===== src/rtl/load_store_unit_if.sv =====
// Bus master port bundle between the load/store unit and the bus controller.
// Latency: none (wiring only).
// Backpressure: the controller holds ready low to insert wait states while active.
//   out : start, write, address, write_data driven by the master;
//         read_data, response, ready, active returned by the controller.
//   in  : the same signals seen from the controller side.
interface bus_master;
    logic        start;
    logic        write;
    logic [31:0] address;
    logic [31:0] write_data;
    logic [31:0] read_data;
    logic [1:0]  response;
    logic        ready;
    logic        active;

    modport out (
        output start, write, address, write_data,
        input  read_data, response, ready, active
    );

    modport in (
        input  start, write, address, write_data,
        output read_data, response, ready, active
    );
endinterface


===== src/rtl/load_store_unit.sv =====
// Load/store unit: turns byte/halfword/word core accesses into aligned 32-bit bus transfers.
// Latency: 3 cycles for loads and word stores, 6 for sub-word stores (zero-wait slave), 1 on alignment error.
// Backpressure: req_ready is high only in IDLE; one request in flight, bus wait states stall the FSM.
//   clk/rst        : clock, asynchronous active-low reset
//   req_*          : core request (valid/ready handshake), captured at acceptance
//   resp_*         : single-cycle completion pulse with extended load data and error flag
//   bus            : master side of the bus controller
module load_store_unit #(
    parameter bit RMW_ENABLE = 1'b1
) (
    input  logic        clk,
    input  logic        rst,
    input  logic        req_valid,
    output logic        req_ready,
    input  logic        req_write,
    input  logic [1:0]  req_size,
    input  logic        req_unsigned,
    input  logic [31:0] req_addr,
    input  logic [31:0] req_wdata,
    output logic        resp_valid,
    output logic [31:0] resp_rdata,
    output logic        resp_error,
    bus_master.out      bus
);

    localparam logic [1:0] RESP_ERROR = 2'd1;
    localparam logic [1:0] SZ_BYTE    = 2'd0;
    localparam logic [1:0] SZ_HALF    = 2'd1;
    localparam logic [1:0] SZ_WORD    = 2'd2;

    typedef enum logic [2:0] {
        S_IDLE,
        S_RD,
        S_MERGE,
        S_WR,
        S_DONE
    } state_t;

    state_t      state_q, state_nxt;

    // Request fields held for the whole operation.
    logic        write_q;
    logic [1:0]  size_q;
    logic        unsigned_q;
    logic [1:0]  addr_lo_q;
    logic [15:0] wdata_q;      // only the sub-word part is needed for the merge
    logic [31:0] rd_word_q;    // word fetched by the read phase of a read-modify-write

    // Response and bus output registers.
    logic [31:0] rdata_q;
    logic        error_q;
    logic        start_q;
    logic        bus_write_q;
    logic [31:0] address_q;
    logic [31:0] bus_wdata_q;

    logic        accept;
    logic        req_bad;
    logic        req_word_store;
    logic        xfer_done;
    logic        bus_err;
    logic [7:0]  byte_lane;
    logic [15:0] half_lane;
    logic [31:0] load_ext;
    logic [31:0] merged;

    assign req_ready  = (state_q == S_IDLE);
    assign accept     = req_valid && req_ready;
    assign xfer_done  = bus.active && bus.ready;
    assign bus_err    = (bus.response == RESP_ERROR);

    assign req_word_store = req_write && (req_size == SZ_WORD);

    // Everything that can be rejected without touching the bus.
    assign req_bad = (req_size == 2'd3)
                  || ((req_size == SZ_HALF) && req_addr[0])
                  || ((req_size == SZ_WORD) && (req_addr[1:0] != 2'b00))
                  || (!RMW_ENABLE && req_write && (req_size != SZ_WORD));

    assign resp_valid = (state_q == S_DONE);
    assign resp_rdata = rdata_q;
    assign resp_error = error_q;

    assign bus.start      = start_q;
    assign bus.write      = bus_write_q;
    assign bus.address    = address_q;
    assign bus.write_data = bus_wdata_q;

    // Lane extraction from the live read data, used on the completing edge.
    always_comb begin
        byte_lane = bus.read_data[{addr_lo_q, 3'b000} +: 8];
        half_lane = bus.read_data[{addr_lo_q[1], 4'b0000} +: 16];
        load_ext  = bus.read_data;
        case (size_q)
            SZ_BYTE: load_ext = unsigned_q ? {24'd0, byte_lane} : {{24{byte_lane[7]}}, byte_lane};
            SZ_HALF: load_ext = unsigned_q ? {16'd0, half_lane} : {{16{half_lane[15]}}, half_lane};
            default: load_ext = bus.read_data;
        endcase
    end

    // Insert the right-aligned store data into its lane of the fetched word.
    always_comb begin
        merged = rd_word_q;
        if (size_q == SZ_BYTE) begin
            merged[{addr_lo_q, 3'b000} +: 8] = wdata_q[7:0];
        end else begin
            merged[{addr_lo_q[1], 4'b0000} +: 16] = wdata_q;
        end
    end

    always_ff @(posedge clk or negedge rst) begin
        if (!rst) begin
            state_q <= S_IDLE;
        end else begin
            state_q <= state_nxt;
        end
    end

    always_comb begin
        state_nxt = state_q;
        case (state_q)
            S_IDLE: begin
                if (accept) begin
                    if (req_bad)             state_nxt = S_DONE;
                    else if (req_word_store) state_nxt = S_WR;
                    else                     state_nxt = S_RD;
                end
            end
            S_RD: begin
                if (xfer_done) begin
                    if (bus_err)      state_nxt = S_DONE;
                    else if (write_q) state_nxt = S_MERGE;
                    else              state_nxt = S_DONE;
                end
            end
            S_MERGE: state_nxt = S_WR;
            S_WR: begin
                if (xfer_done) state_nxt = S_DONE;
            end
            S_DONE:  state_nxt = S_IDLE;
            default: state_nxt = S_IDLE;
        endcase
    end

    always_ff @(posedge clk or negedge rst) begin
        if (!rst) begin
            write_q     <= 1'b0;
            size_q      <= 2'd0;
            unsigned_q  <= 1'b0;
            addr_lo_q   <= 2'd0;
            wdata_q     <= 16'd0;
            rd_word_q   <= 32'd0;
            rdata_q     <= 32'd0;
            error_q     <= 1'b0;
            start_q     <= 1'b0;
            bus_write_q <= 1'b0;
            address_q   <= 32'd0;
            bus_wdata_q <= 32'd0;
        end else begin
            case (state_q)
                S_IDLE: begin
                    if (accept) begin
                        write_q    <= req_write;
                        size_q     <= req_size;
                        unsigned_q <= req_unsigned;
                        addr_lo_q  <= req_addr[1:0];
                        wdata_q    <= req_wdata[15:0];
                        rdata_q    <= 32'd0;
                        error_q    <= req_bad;
                        if (!req_bad) begin
                            start_q     <= 1'b1;
                            bus_write_q <= req_word_store;
                            address_q   <= {req_addr[31:2], 2'b00};
                            if (req_word_store) begin
                                bus_wdata_q <= req_wdata;
                            end
                        end
                    end
                end
                S_RD: begin
                    if (xfer_done) begin
                        start_q <= 1'b0;
                        if (bus_err) begin
                            error_q <= 1'b1;
                        end else if (write_q) begin
                            rd_word_q <= bus.read_data;
                        end else begin
                            rdata_q <= load_ext;
                        end
                    end
                end
                S_MERGE: begin
                    start_q     <= 1'b1;
                    bus_write_q <= 1'b1;
                    bus_wdata_q <= merged;
                end
                S_WR: begin
                    if (xfer_done) begin
                        start_q     <= 1'b0;
                        bus_write_q <= 1'b0;
                        error_q     <= bus_err;
                    end
                end
                default: begin
                end
            endcase
        end
    end

endmodule


===== src/flat_wrapper.sv =====
// flat-port wrapper written by rule: the top's interface ports become plain ports
module load_store_unit_flat 
#(
    parameter bit RMW_ENABLE = 1'b1
)
  (clk, rst, req_valid, req_ready, req_write, req_size, req_unsigned, req_addr, req_wdata, resp_valid, resp_rdata, resp_error, bus_start, bus_write, bus_address, bus_write_data, bus_read_data, bus_response, bus_ready, bus_active);
  bus_master bus_i ();
  input  logic clk;
  input  logic rst;
  input  logic req_valid;
  output logic req_ready;
  input  logic req_write;
  input  logic [1:0] req_size;
  input  logic req_unsigned;
  input  logic [31:0] req_addr;
  input  logic [31:0] req_wdata;
  output logic resp_valid;
  output logic [31:0] resp_rdata;
  output logic resp_error;
  output wire logic [$bits(bus_i.start)-1:0] bus_start;
  output wire logic [$bits(bus_i.write)-1:0] bus_write;
  output wire logic [$bits(bus_i.address)-1:0] bus_address;
  output wire logic [$bits(bus_i.write_data)-1:0] bus_write_data;
  input wire logic [$bits(bus_i.read_data)-1:0] bus_read_data;
  input wire logic [$bits(bus_i.response)-1:0] bus_response;
  input wire logic [$bits(bus_i.ready)-1:0] bus_ready;
  input wire logic [$bits(bus_i.active)-1:0] bus_active;
  assign bus_start = bus_i.start;
  assign bus_write = bus_i.write;
  assign bus_address = bus_i.address;
  assign bus_write_data = bus_i.write_data;
  assign bus_i.read_data = bus_read_data;
  assign bus_i.response = bus_response;
  assign bus_i.ready = bus_ready;
  assign bus_i.active = bus_active;
  load_store_unit #(.RMW_ENABLE(RMW_ENABLE)) u_core (.clk(clk), .rst(rst), .req_valid(req_valid), .req_ready(req_ready), .req_write(req_write), .req_size(req_size), .req_unsigned(req_unsigned), .req_addr(req_addr), .req_wdata(req_wdata), .resp_valid(resp_valid), .resp_rdata(resp_rdata), .resp_error(resp_error), .bus(bus_i));
endmodule

===== config.mk =====
export PLATFORM = sky130hd
export DESIGN_NAME = load_store_unit_flat
export DESIGN_NICKNAME = d
export VERILOG_FILES = /design/src/rtl/load_store_unit_if.sv /design/src/rtl/load_store_unit.sv /design/src/flat_wrapper.sv
export SDC_FILE = /design/constraint.sdc
export NUM_CORES = 1
export LEC_CHECK = 0
export CORE_UTILIZATION = 49
export DETAILED_ROUTE_END_ITERATION = 16
export PLACE_DENSITY = 0.81
export SLEW_MARGIN = 0
export SYNTH_ARGS = -nofsm -noshare
export SYNTH_HDL_FRONTEND = slang
export SYNTH_SLANG_ARGS = --single-unit
export TNS_END_PERCENT = 20

===== constraint.sdc =====
create_clock -name clk -period 3.9 [get_ports clk]
set_clock_uncertainty 0.2 [all_clocks]
set_input_delay 0.39 -clock clk [delete_from_list [all_inputs] [get_ports clk]]
set_output_delay 0.39 -clock clk [all_outputs]
set_load 0.01 [all_outputs]

### After elaboration in Yosys (flattened, before gate mapping)

Cells that the tools add are included.

| storage, ports and cells | value |
|---|---|
| bits in registers | 154 |
| input bits | 107 |
| output and inout port bits | 101 |
| logic and storage cells | 101 |

| operators by class | value |
|---|---|
| add/sub/neg operators | 2 |
| equal/unequal tests | 18 |
| shift operators | 6 |
| multiplexer cells | 35 |
| bitwise operators | 2 |
| reduce and logical (&&, ||, !) cells | 25 |

Operators with widths:

| operator | count |
|---|---|
| two-way mux 32 bit | 10 |
| case mux 32 bit (2 select lines) | 3 |
| bitwise mux 32 bit | 2 |
| variable shift 16 x 7 -> 32 bit (first input constant) | 1 |
| variable shift 8 x 7 -> 32 bit (first input constant) | 1 |
| variable part select 16 x 7 -> 32 bit | 1 |
| variable part select 32 x 6 -> 16 bit | 1 |
| variable part select 32 x 6 -> 8 bit | 1 |
| variable part select 8 x 7 -> 32 bit | 1 |
| two-way mux 3 bit | 6 |
| AND reduction 4 bit | 4 |
| negator 5 -> 7 bit | 2 |
| case mux 3 bit (4 select lines) | 1 |
| != test 2 bit (second input constant) | 5 |
| AND reduction 5 bit | 2 |
| two-way mux 1 bit | 9 |
| case mux 1 bit (3 select lines) | 3 |
| nonzero test 3 bit | 3 |
| != test 2 x 1 -> 1 bit (second input constant) | 4 |
| equality test 2 x 1 -> 1 bit (second input constant) | 3 |
| equality test 3 x 2 -> 1 bit (second input constant) | 2 |
| AND reduction 3 bit | 2 |
| nonzero test 2 bit | 3 |
| logical AND 1 bit | 5 |
| other kinds (10) | 13 |

### Logic depth before layout (Yosys ltp)

Gate-level depths: netlist (run 1).

| logic depth | value |
|---|---|
| depth in word-level cells | 7 |
| mapped depth | 9 |
| mapped depth without buffers | 6 |

### Worst setup path before layout (run 1)

Ideal clock, no wire load.

| timing path | value |
|---|---|
| path kind | register to register |
| start | register u_core.addr_lo_q[1] |
| end | register u_core.bus_wdata_q[15], in the netlist u_core.bus.write_data[15] |
| arrival | 2536 ps |
| data required time | 3634 ps |
| setup slack | 1098 ps |
| cell stages (with the launch flop) | 10 |
| clock period less this slack | 2802 ps |
| cells stage by stage | dfrtp_1 > clkbuf_1 > clkbuf_1 > inv_1 > ha_1 > nor3b_1 > clkbuf_1 > nand4_1 > a311oi_1 > a221o_1 |

| between the ends | value |
|---|---|
| word-level cells in the longest chain between the ends | 5 |

RTL lines:

| element | RTL line | RTL |
|---|---|---|
| start: declaration | load_store_unit.sv:45 | `logic [1:0] addr_lo_q;` |
| start signal: assignment | load_store_unit.sv:166 | `addr_lo_q <= req_addr[1:0];` |
| negator 5 -> 7 bit, on equally long branches | load_store_unit.sv:107, load_store_unit.sv:105 |  |
| variable part select 16 x 7 -> 32 bit, or another cell as far along | load_store_unit.sv:107 | `merged[{addr_lo_q[1], 4'b0000} +: 16] = wdata_q;` |
| bitwise mux 32 bit, on equally long branches | load_store_unit.sv:107, load_store_unit.sv:105 |  |
| two-way mux 32 bit (*) | load_store_unit.sv:104 | `if (size_q == SZ_BYTE) begin` |
| case mux 32 bit (2 select lines) (*) | load_store_unit.sv:160 | `case (state_q)` |
| end signal: assignment | load_store_unit.sv:175 | `bus_wdata_q <= req_wdata;` |
| end signal: assignment | load_store_unit.sv:195 | `bus_wdata_q <= merged;` |
| end: declaration | load_store_unit.sv:55 | `logic [31:0] bus_wdata_q;` |

Every way passes the cells marked *; elsewhere a longest branch is shown, timed or not.
A chain may end at the register's enable or synchronous reset.

### Final worst setup path (run 1)

| timing path | value |
|---|---|
| start | register u_core.state_q[1] |
| end | register u_core.bus_wdata_q[14], in the netlist u_core.bus.write_data[14] |

| between the ends | value |
|---|---|
| word-level cells in the longest chain between the ends | 4 |

RTL lines:

| element | RTL line | RTL |
|---|---|---|
| start: declaration | load_store_unit.sv:39 | `state_t state_q, state_nxt;` |
| start signal: assignment | load_store_unit.sv:115 | `state_q <= state_nxt;` |
| logical NOT 3 bit | load_store_unit.sv:67, load_store_unit.sv:160 |  |
| logical AND 1 bit | load_store_unit.sv:68 | `assign accept = req_valid && req_ready;` |
| != test 2 bit (no line) | - |  |
| AND reduction 4 bit (no line) | - |  |

Parallel ways exist; a longest one is shown, timed or not.

==> run metrics, run 1 <==
status complete, no violations; Mapped Area 7510 µm²; DP HPWL 16000 µm; Final GP Congestion 0.922; worst hold stages 1; post-layout util 69.5%; Worst VDD drop 0.426 mV; Final ANT Viol Nets 0; top-area cell type share of the netlist area 51.3%; area of the multi-input gates 3430 µm²; TNS Setup 0 ps; Net count, final 959; CP required 4000 ps; chip width 126 µm; post-DR wirelength/cell 21.4 µm; Yosys cell types 56; Critical Path Source Type register; # resized after CTS 0; total CTS buffers 17; Syn Inst Count 662; Post-synth top flop dfrtp_1; final setup fails 0; Area Growth Syn to Fin 36.5%; largest net degree at the start of global routing 97; Detailed Route WL 22400 µm; fillers 1062; Synth area leader dfrtp_1; num rows 44; Sequential Area 3850 µm²; vias in the first global route 6261; sequential fraction of the synthesis area 51.3%; routed vias/inst 6.13; crit path kind register to register; antenna fix cells 0; total gr overflow 0; ranking of synthesized cells by area dfrtp_1 51%, mux2_2 10%, a221o_1 5.2%; first-pass GRT wire length 35400 µm; fin crit share 74.3%; PD cells 808 nW/µm²; Synth Warn # 0; Slew Limit Fails 0; CP cell instances or3b_2 -> and2_1 -> a221o_1; core footprint 14800 µm²; Residual DRC 0; Max Clock Freq 345 MHz; overall global routing resource usage 29.1%; overall die area 15800 µm²; #FFs+latches synth 154; share of layout cells above drive strength 1 14.5%; Initial Util 50.9%; static leakage 4.29 nW; Post-CTS Setup Bufs 0; Die Span Y 126 µm; slew at the pin closest to its max-slew limit 1040 ps; Register-to-Register Path Depth 3; min cycle time layout 2900 ps; top-level I/O count 208; CP endpoint kind register; Pre-Repair DR Iteration Count 7; Num Clock Sinks 154; synthesized area per cell 11.3 µm²; fraction of registers with async set/reset 100%; Worst Hold Margin 290 ps; Worst Path Arrival 3000 ps; antenna violations before repair 0; Fin. Hold Viols 0; Max stage delay on crit path 830 ps; CTS tree done; initial drt markers 554; Max-Slew Margin vs Limit 30.7%; Post-synth EDFFs 0; hold_buf cts 1; # Max-Cap Violations 0; Clock Tree Root clkbuf_16; CTS clk-pin slew, worst paths 60 ps; slowest CP cell or3b_2; I/O Buffers 205; via count 6400; RSZ-0062 raised after global routing no; clk_lat worst skew 430 ps; Bufs on Longest Clock Path 2; crit-path max FO 41; H-Tree Depth 4; HP Class register to register
[per-stage QoR]
step                power (mW)  cell area, µm²  worst slack, ps  cells
global route              8.72           10200              827   1044
detailed placement        6.62            9680              731   1011
finish                    8.28           10200             1000   1044
floorplan                 4.91            7510             1100    663
CTS                       8.24           10200             1010   1044
global placement          6.49            9680              865   1011
[cells in the mapped netlist, drive strengths merged, types with 2 or more instances]
master	n
a211oi	31
nor2	9
a22oi	16
inv	8
a21oi	18
buf	12
nand2b	10
and3	2
o2bb2ai	8
mux2	69
nor4	2
nand4	9
nand2	69
a311oi	16
a2111oi	3
nor2b	24
o21ai	32
nand3	14
mux2i	10
a21boi	8
clkbuf	40
a32o	7
a21o	2
o22ai	2
dfrtp	154
ha	5
nor3	4
and2	13
a221oi	2
nor4b	2
a221o	39
and3b	2
nor3b	4
[sequential cells by signal, summed over array words and instances (netlist names)]
signal,cells
u_core.addr_lo_q,2
u_core.bus.address,30
u_core.bus.start,1
u_core.bus.write,1
u_core.bus.write_data,32
u_core.rd_word_q,32
u_core.resp_error,1
u_core.resp_rdata,32
u_core.size_q,2
u_core.state_q,3
u_core.unsigned_q,1
u_core.wdata_q,16
u_core.write_q,1
[routing by layer]
layer | GRT usage (%) | vias to the layer above | part of all wire (%)
met3 | 5.10 | 37 | 6.6
met2 | 45.3 | 304 | 47
met4 | 10.5 | 0 | 2.2
met1 | 41.3 | 3190 | 44
li1 | - | 2869 | -
met5 | 0 | - | 0
[path summary, 6_finish.rpt]
path	from	end	slack [ps]
min	u_core.resp_rdata[13]	u_core.resp_rdata[13]	290
max in group asynchronous	rst	u_core.bus.write_data[25]	2080
max	u_core.state_q[1]	u_core.bus.write_data[14]	1000
min reg2reg	u_core.resp_rdata[13]	u_core.resp_rdata[13]	290
max reg2reg	u_core.state_q[1]	u_core.bus.write_data[14]	1000
min in group asynchronous	rst	u_core.wdata_q[9]	430
[report_power, final]
part	internal, mW	switching [mW]
sequential	2.31	0.655
clock	0.938	0.661
combinational	1.94	1.77
[cell families after synthesis]
kind of cell               Yosys count  share of synthesized area, %
buffers and inverters               60                          3.40
other                                1                        0.0499
AOI/OAI and AO/OA                  192                          19.9
adders and majority gates            5                         0.833
DFF                                154                          51.3
muxes                               80                          12.0
and+or+nand+nor                    170                          12.5
[final cells by class]
class                   instances  area share [%]
well taps                     184            2.25
repair buffers                217            20.9
flip-flops and latches        154            37.6
clock buffers                  20            4.26
inverters                       8           0.293
multi-input cells             449            33.4
clock inverters                12            1.22
[critical path, delay by kind of cell, from the launching register on]
family	cells	cell delay, ps
AND/OR/NAND/NOR	2	1390
flip-flops	1	680
AO/OA/AOI/OAI	1	480
[cells in the final DEF, fill, tap and decap left out, types with 16 or more instances in the layout]
cell type / n
a211oi_1: 31
a21oi_1: 18
a221o_1: 39
a22oi_1: 16
a311oi_1: 16
clkbuf_16: 17
clkdlybuf4s50_1: 204
dfrtp_1: 154
mux2_2: 69
nand2_1: 69
nor2b_1: 24
o21ai_0: 31
Note: power is estimated with default switching activity, not from simulation.
==> run 2, diff against run 1 <==
clock period = 2.7 ns   (was 3.9 ns; I/O delays follow)
==> run 2 against run 1 <==
Power rose by 47%. Worst setup slack got worse by 850 ps. Critical path depth did not move. Final area rose by 2.0%. Largest cell class unchanged.
==> run metrics, run 2 (synthesized netlist as in run 1, its figures left out) <==
clk_lat worst skew 420 ps (was 430 ps); fin worst setup slack 152 ps (was 1000 ps); overall die area 15800 µm² (unchanged); Final GP Congestion 0.915 (was 0.922); R2R Path End u_core.bus.write_data[13] (was u_core.bus.write_data[14]); Register-to-Register Path Depth 3 (unchanged); HP Class primary input to async pin (was register to register); antenna violations before repair 0 (unchanged); CP required 2230 ps (was 4000 ps); Detailed Route WL 22600 µm (was 22400 µm); CTS clk-pin slew, worst paths 60 ps (about the same); slew at the pin closest to its max-slew limit 876 ps (was 1040 ps); DP HPWL 16500 µm (was 16000 µm); largest net degree at the start of global routing 61 (was 97); Fin. Hold Viols 0 (unchanged); # Max-Cap Violations 0 (unchanged); GR peak layer met2 (unchanged); Critical Path Source Type register (unchanged); Worst Path Arrival 2080 ps (was 3000 ps); Post-CTS Setup Bufs 0 (unchanged); antenna fix cells 0 (unchanged); PD cells 1160 nW/µm² (was 808 nW/µm²); M3 GR Usage 5.69% (was 5.10%); Num Clock Sinks 154 (unchanged); met2 usage 47.9% (was 45.3%); Die Span Y 126 µm (unchanged); Initial Util 50.9% (unchanged); Bufs on Longest Clock Path 2 (unchanged); static leakage 4.39 nW (was 4.29 nW); share of layout cells above drive strength 1 16.0% (was 14.5%); overall global routing resource usage 29.5% (was 29.1%); initial drt markers 551 (was 554); Worst R2R Setup Slack 260 ps (was 1000 ps); r2r startpoint u_core.state_q[1] (unchanged); H-Tree Depth 4 (unchanged); Setup WS pre-CTS 78.9 ps (was 731 ps); Clock Tree Root clkbuf_16 (unchanged); CP endpoint kind primary output (was register); most frequent cells in the layout 204 x clkdlybuf4s50_1, 154 x dfrtp_1, 69 x mux2_2, 69 x nand2_1, 39 x a221o_1 (unchanged); Final ANT Viol Nets 0 (unchanged); total gr overflow 0 (unchanged); TNS Setup 0 ps (unchanged); Slew Limit Fails 0 (unchanged); Pre-Repair DR Iteration Count 5 (was 7); via count 6448 (was 6400); min cycle time layout 2550 ps; top-level I/O count 208 (unchanged); crit path kind register to primary output (was register to register); Max Clock Freq 392 MHz; status complete, no violations (unchanged); Critical Path Sink resp_valid (was u_core.bus.write_data[14]); Worst VDD drop 0.689 mV (was 0.426 mV); Residual DRC 0 (unchanged); M1 GR Usage 39.9% (was 41.3%); Sequential Area 3850 µm² (unchanged); CTS tree done (unchanged); Net count, final 974 (was 959); first-pass GRT wire length 35900 µm (was 35400 µm); total CTS buffers 17 (unchanged); Max-Slew Margin vs Limit 41.6% (was 30.7%); post-DR wirelength/cell 21.4 µm (about the same); commonest non-fill, non-tap cell in the layout clkdlybuf4s50_1 (unchanged); final setup fails 0 (unchanged); chip width 126 µm (unchanged); Area Growth Syn to Fin 39.2% (was 36.5%); num rows 44 (unchanged); core footprint 14800 µm² (unchanged); RSZ-0062 raised after global routing no (unchanged); fin crit share 94.4%; fillers 1045 (was 1062); crit-path max FO 13 (was 41); I/O Buffers 205 (unchanged); crit path launch u_core.state_q[1] (unchanged); vias in the first global route 6457 (was 6261); # resized after CTS 0 (unchanged); routed vias/inst 6.09 (was 6.13); area of the multi-input gates 3430 µm² (unchanged)
run 2: changes by cell type in the layout (fill, tap and decap cells not counted):
cell / previous run / this run
clkinvlp_4: 3 / 2
inv_6: 1 / 2
buf_4: 11 / 21
clkinv_2: 5 / 4
buf_12: 0 / 5
clkbuf_8: 0 / 1
clkinv_4: 1 / 0
bufinv_16: 2 / 3
run 2: how the worst min path moves through the flow:
stage | cells after the start | slack, ps | to
2_1_floorplan | 0 | -230 | u_core.addr_lo_q[0]
3_3_place_gp | 1 | 80 | u_core.bus.write_data[28]
3_5_place_dp | 1 | 90 | u_core.bus.write_data[28]
4_1_cts | 3 | 190 | u_core.unsigned_q
5_1_grt | 3 | 200 | u_core.unsigned_q
6_report | 2 | 200 | u_core.bus.write_data[28]
run 2: metrics by stage:
step	cells	power, mW	util, %	hold slack [ps]	cell area (µm²)
3_5_place_dp	1026	9.69	66.8	87.9	9850
4_1_cts	1059	12.1	70.9	191	10500
6_report	1059	12.2	70.9	201	10500
2_1_floorplan	663	7.09	-	-226	7510
3_3_place_gp	1026	9.46	66.8	79.1	9850
5_1_grt	1059	12.8	70.9	204	10500
run 2: layout make-up:
cell class	count	share of cell area (%)
clock buffers	21	4.31
clock inverters	11	1.36
inverters	8	0.287
multi-input cells	449	32.8
flip-flops and latches	154	36.9
well taps	184	2.20
repair buffers	232	22.2
run 2: worst max-delay path, cell delays in order, from the launching register on:
cell and delay, ps:
dfrtp_1 580, nor2_1 340, and2_1 180, clkdlybuf4s50_1 550
run 2: power breakdown:
group          leakage (nW)  total [mW]  switching, mW  internal, mW
clock network         0.288        2.41          0.936          1.48
registers              1.96        4.27          0.929          3.34
logic                  2.15        5.49           2.60          2.89
total                  4.39        12.2           4.46          7.71
run 2: per-layer routing:
| metal | part of all wire [%] | vias to the layer above |
|---|---|---|
| met3 | 6.8 | 31 |
| li1 | - | 2909 |
| met2 | 48 | 305 |
| met1 | 43 | 3203 |
| met4 | 1.8 | 0 |
| met5 | 0 | - |
run 2: repair_timing:
item	CTS	global route
hold buffers	1	0
setup endpoints to repair	0	0
endpoints found under the hold margin	58	0
==> run 3, diff against run 2 <==
CORE_UTILIZATION = 44   (was 49)
PLACE_DENSITY = 0.77   (was 0.81)
clock period = 2.1 ns   (was 2.7 ns; I/O delays follow)
==> run 3 against run 2 <==
Sequential cell count is the same. Count of clock-buffer cells in the layout shrank 2. Critical path type is now register to register. Die area grew 11%. Clock power grew 38%.
==> run metrics, run 3 (synthesized netlist as in run 1, its figures left out) <==
Final GP Congestion 0.884 (was 0.915); via count 6623 (was 6448); Internal 10.5 mW (was 7.71 mW); antenna fix cells 0 (unchanged); clk_lat worst skew 440 ps (was 420 ps); Bufs on Longest Clock Path 2 (unchanged); most frequent cells in the layout 202 x clkdlybuf4s50_1, 150 x dfrtp_1, 69 x mux2_2, 69 x nand2_1, 54 x buf_4 (was 204 x clkdlybuf4s50_1, 154 x dfrtp_1, 69 x mux2_2, 69 x nand2_1, 39 x a221o_1); CP endpoint kind register (was primary output); Worst R2R Setup Slack 50 ps (was 260 ps); final setup fails 0 (unchanged); overall global routing resource usage 26.3% (was 29.5%); core footprint 16600 µm² (was 14800 µm²); routed vias/inst 5.82 (was 6.09); commonest non-fill, non-tap cell in the layout clkdlybuf4s50_1 (unchanged); Initial Util 45.1% (was 50.9%); Critical Path Source Type register (unchanged); area of the multi-input gates 3550 µm² (was 3430 µm²); Max-Slew Margin vs Limit 49.1% (was 41.6%); status complete, no violations (unchanged); CP required 2210 ps (was 2230 ps); Detailed Route WL 23000 µm (was 22600 µm); Sw Pwr 6.03 mW (was 4.46 mW); crit path launch u_core.state_q[2] (was u_core.state_q[1]); RSZ-0062 raised after global routing yes (was no); Fin. Hold Viols 0 (unchanged); Switching Share 36.4% (was 36.7%); Pre-Repair DR Iteration Count 5 (unchanged); fin crit share 97.8%; min cycle time layout 2050 ps; HP Class primary input to async pin (unchanged); post-DR wirelength/cell 20.2 µm (was 21.4 µm); crit path kind register to register (was register to primary output); Num Clock Sinks 154 (unchanged); Max Clock Freq 487 MHz; Clock Power Share 20.0% (was 19.8%); Final ANT Viol Nets 0 (unchanged); total CTS buffers 17 (unchanged); Combinational Power Share 47.3% (was 45.1%); CTS clk-pin slew, worst paths 60 ps (about the same); TNS Setup 0 ps (unchanged); Residual DRC 0 (unchanged); crit-path max FO 6 (was 13); Slew Limit Fails 0 (unchanged); initial drt markers 586 (was 551); share of power burned in registers 32.6% (was 35.1%); H-Tree Depth 4 (unchanged); first-pass GRT wire length 35500 µm (was 35900 µm); r2r startpoint u_core.state_q[2] (was u_core.state_q[1]); Area Growth Syn to Fin 47.1% (was 39.2%); num rows 47 (was 44); DP HPWL 16100 µm (was 16500 µm); CTS tree done (unchanged); I/O Buffers 205 (unchanged); antenna violations before repair 0 (unchanged); dpl cells 1100 (was 1026); Worst Path Arrival 2170 ps (was 2080 ps); Worst VDD drop 0.819 mV (was 0.689 mV); Finished Layout Cells 1138 (was 1059); overall die area 17600 µm² (was 15800 µm²); fillers 1261 (was 1045); Sequential Area 3860 µm² (was 3850 µm²); PD cells 1500 nW/µm² (was 1160 nW/µm²); top-level I/O count 208 (unchanged); Die Span Y 133 µm (was 126 µm); Clock Tree Root clkbuf_16 (unchanged); R2R Path End u_core.bus.write_data[14] (was u_core.bus.write_data[13]); chip width 133 µm (was 126 µm); static leakage 4.66 nW (was 4.39 nW); vias in the first global route 6423 (was 6457); Net count, final 1017 (was 974); largest net degree at the start of global routing 44 (was 61); total gr overflow 0 (unchanged); # Max-Cap Violations 0 (unchanged); slew at the pin closest to its max-slew limit 761 ps (was 876 ps); Register-to-Register Path Depth 5 (was 3); share of layout cells above drive strength 1 22.9% (was 16.0%)
run 3: cell type report:
class	count	share of cell area, %
Clock buffer	19	4.01
Clock inverter	13	1.73
Inverter	8	0.317
Multi-Input combinational cell	451	32.1
Sequential cell	154	34.9
Tap cell	220	2.49
Timing Repair Buffer	273	24.4
run 3: worst max-delay path by stage:
stage / to / cells after the start
after floorplan: u_core.bus.write_data[0] / 7
after global placement: u_core.resp_rdata[24] / 6
after detailed placement: u_core.resp_rdata[26] / 6
after CTS: u_core.bus.write_data[8] / 6
after global routing: u_core.bus.write_data[21] / 5
final: u_core.bus.write_data[14] / 5
run 3: repair_timing:
| action | in CTS | in global routing |
|---|---|---|
| pin swaps | 3 | 15 |
| setup buffers | 0 | 3 |
| gates cloned | 0 | 2 |
| setup endpoints to repair | 19 | 85 |
| endpoints found under the hold margin | 154 | 0 |
| gates resized for setup | 4 | 30 |
| hold buffers | 1 | 0 |
run 3: routing by layer:
layer	track usage [%]	share of wire, %	up-vias
met5	0	0	-
li1	-	-	2988
met1	37.2	45	3306
met2	39.8	46	275
met3	4.64	6.1	54
met4	11.4	3.2	0
run 3: critical path: stages, from the launching register on:
cell and delay (ps):
dfrtp_2 450, buf_6 140, nor4b_4 370, nand4_4 210
and2_4 260, a221o_1 310
run 3: stage by stage:
stage	hold slack [ps]	power [mW]	instance area (µm²)	utilization [%]	setup slack (ps)
after floorplan	-286	9.30	7620	-	-89.9
after global placement	-39.2	12.7	10300	61.6	-192
after detailed placement	-33.5	12.8	10300	61.6	-229
after CTS	75.5	16.2	10900	65.5	0.558
after global routing	118	17.5	11000	66.4	-39.2
final	70.0	16.6	11000	66.4	45.7
run 3: power groups by stage:
stage	clock, mW	sequential (mW)	combinational [mW]
3_5_place_dp	0	5.36	7.48
3_3_place_gp	0	5.34	7.31
2_1_floorplan	0	5.46	3.84
4_1_cts	3.36	5.34	7.54
5_1_grt	3.49	5.54	8.42
6_report	3.32	5.40	7.84
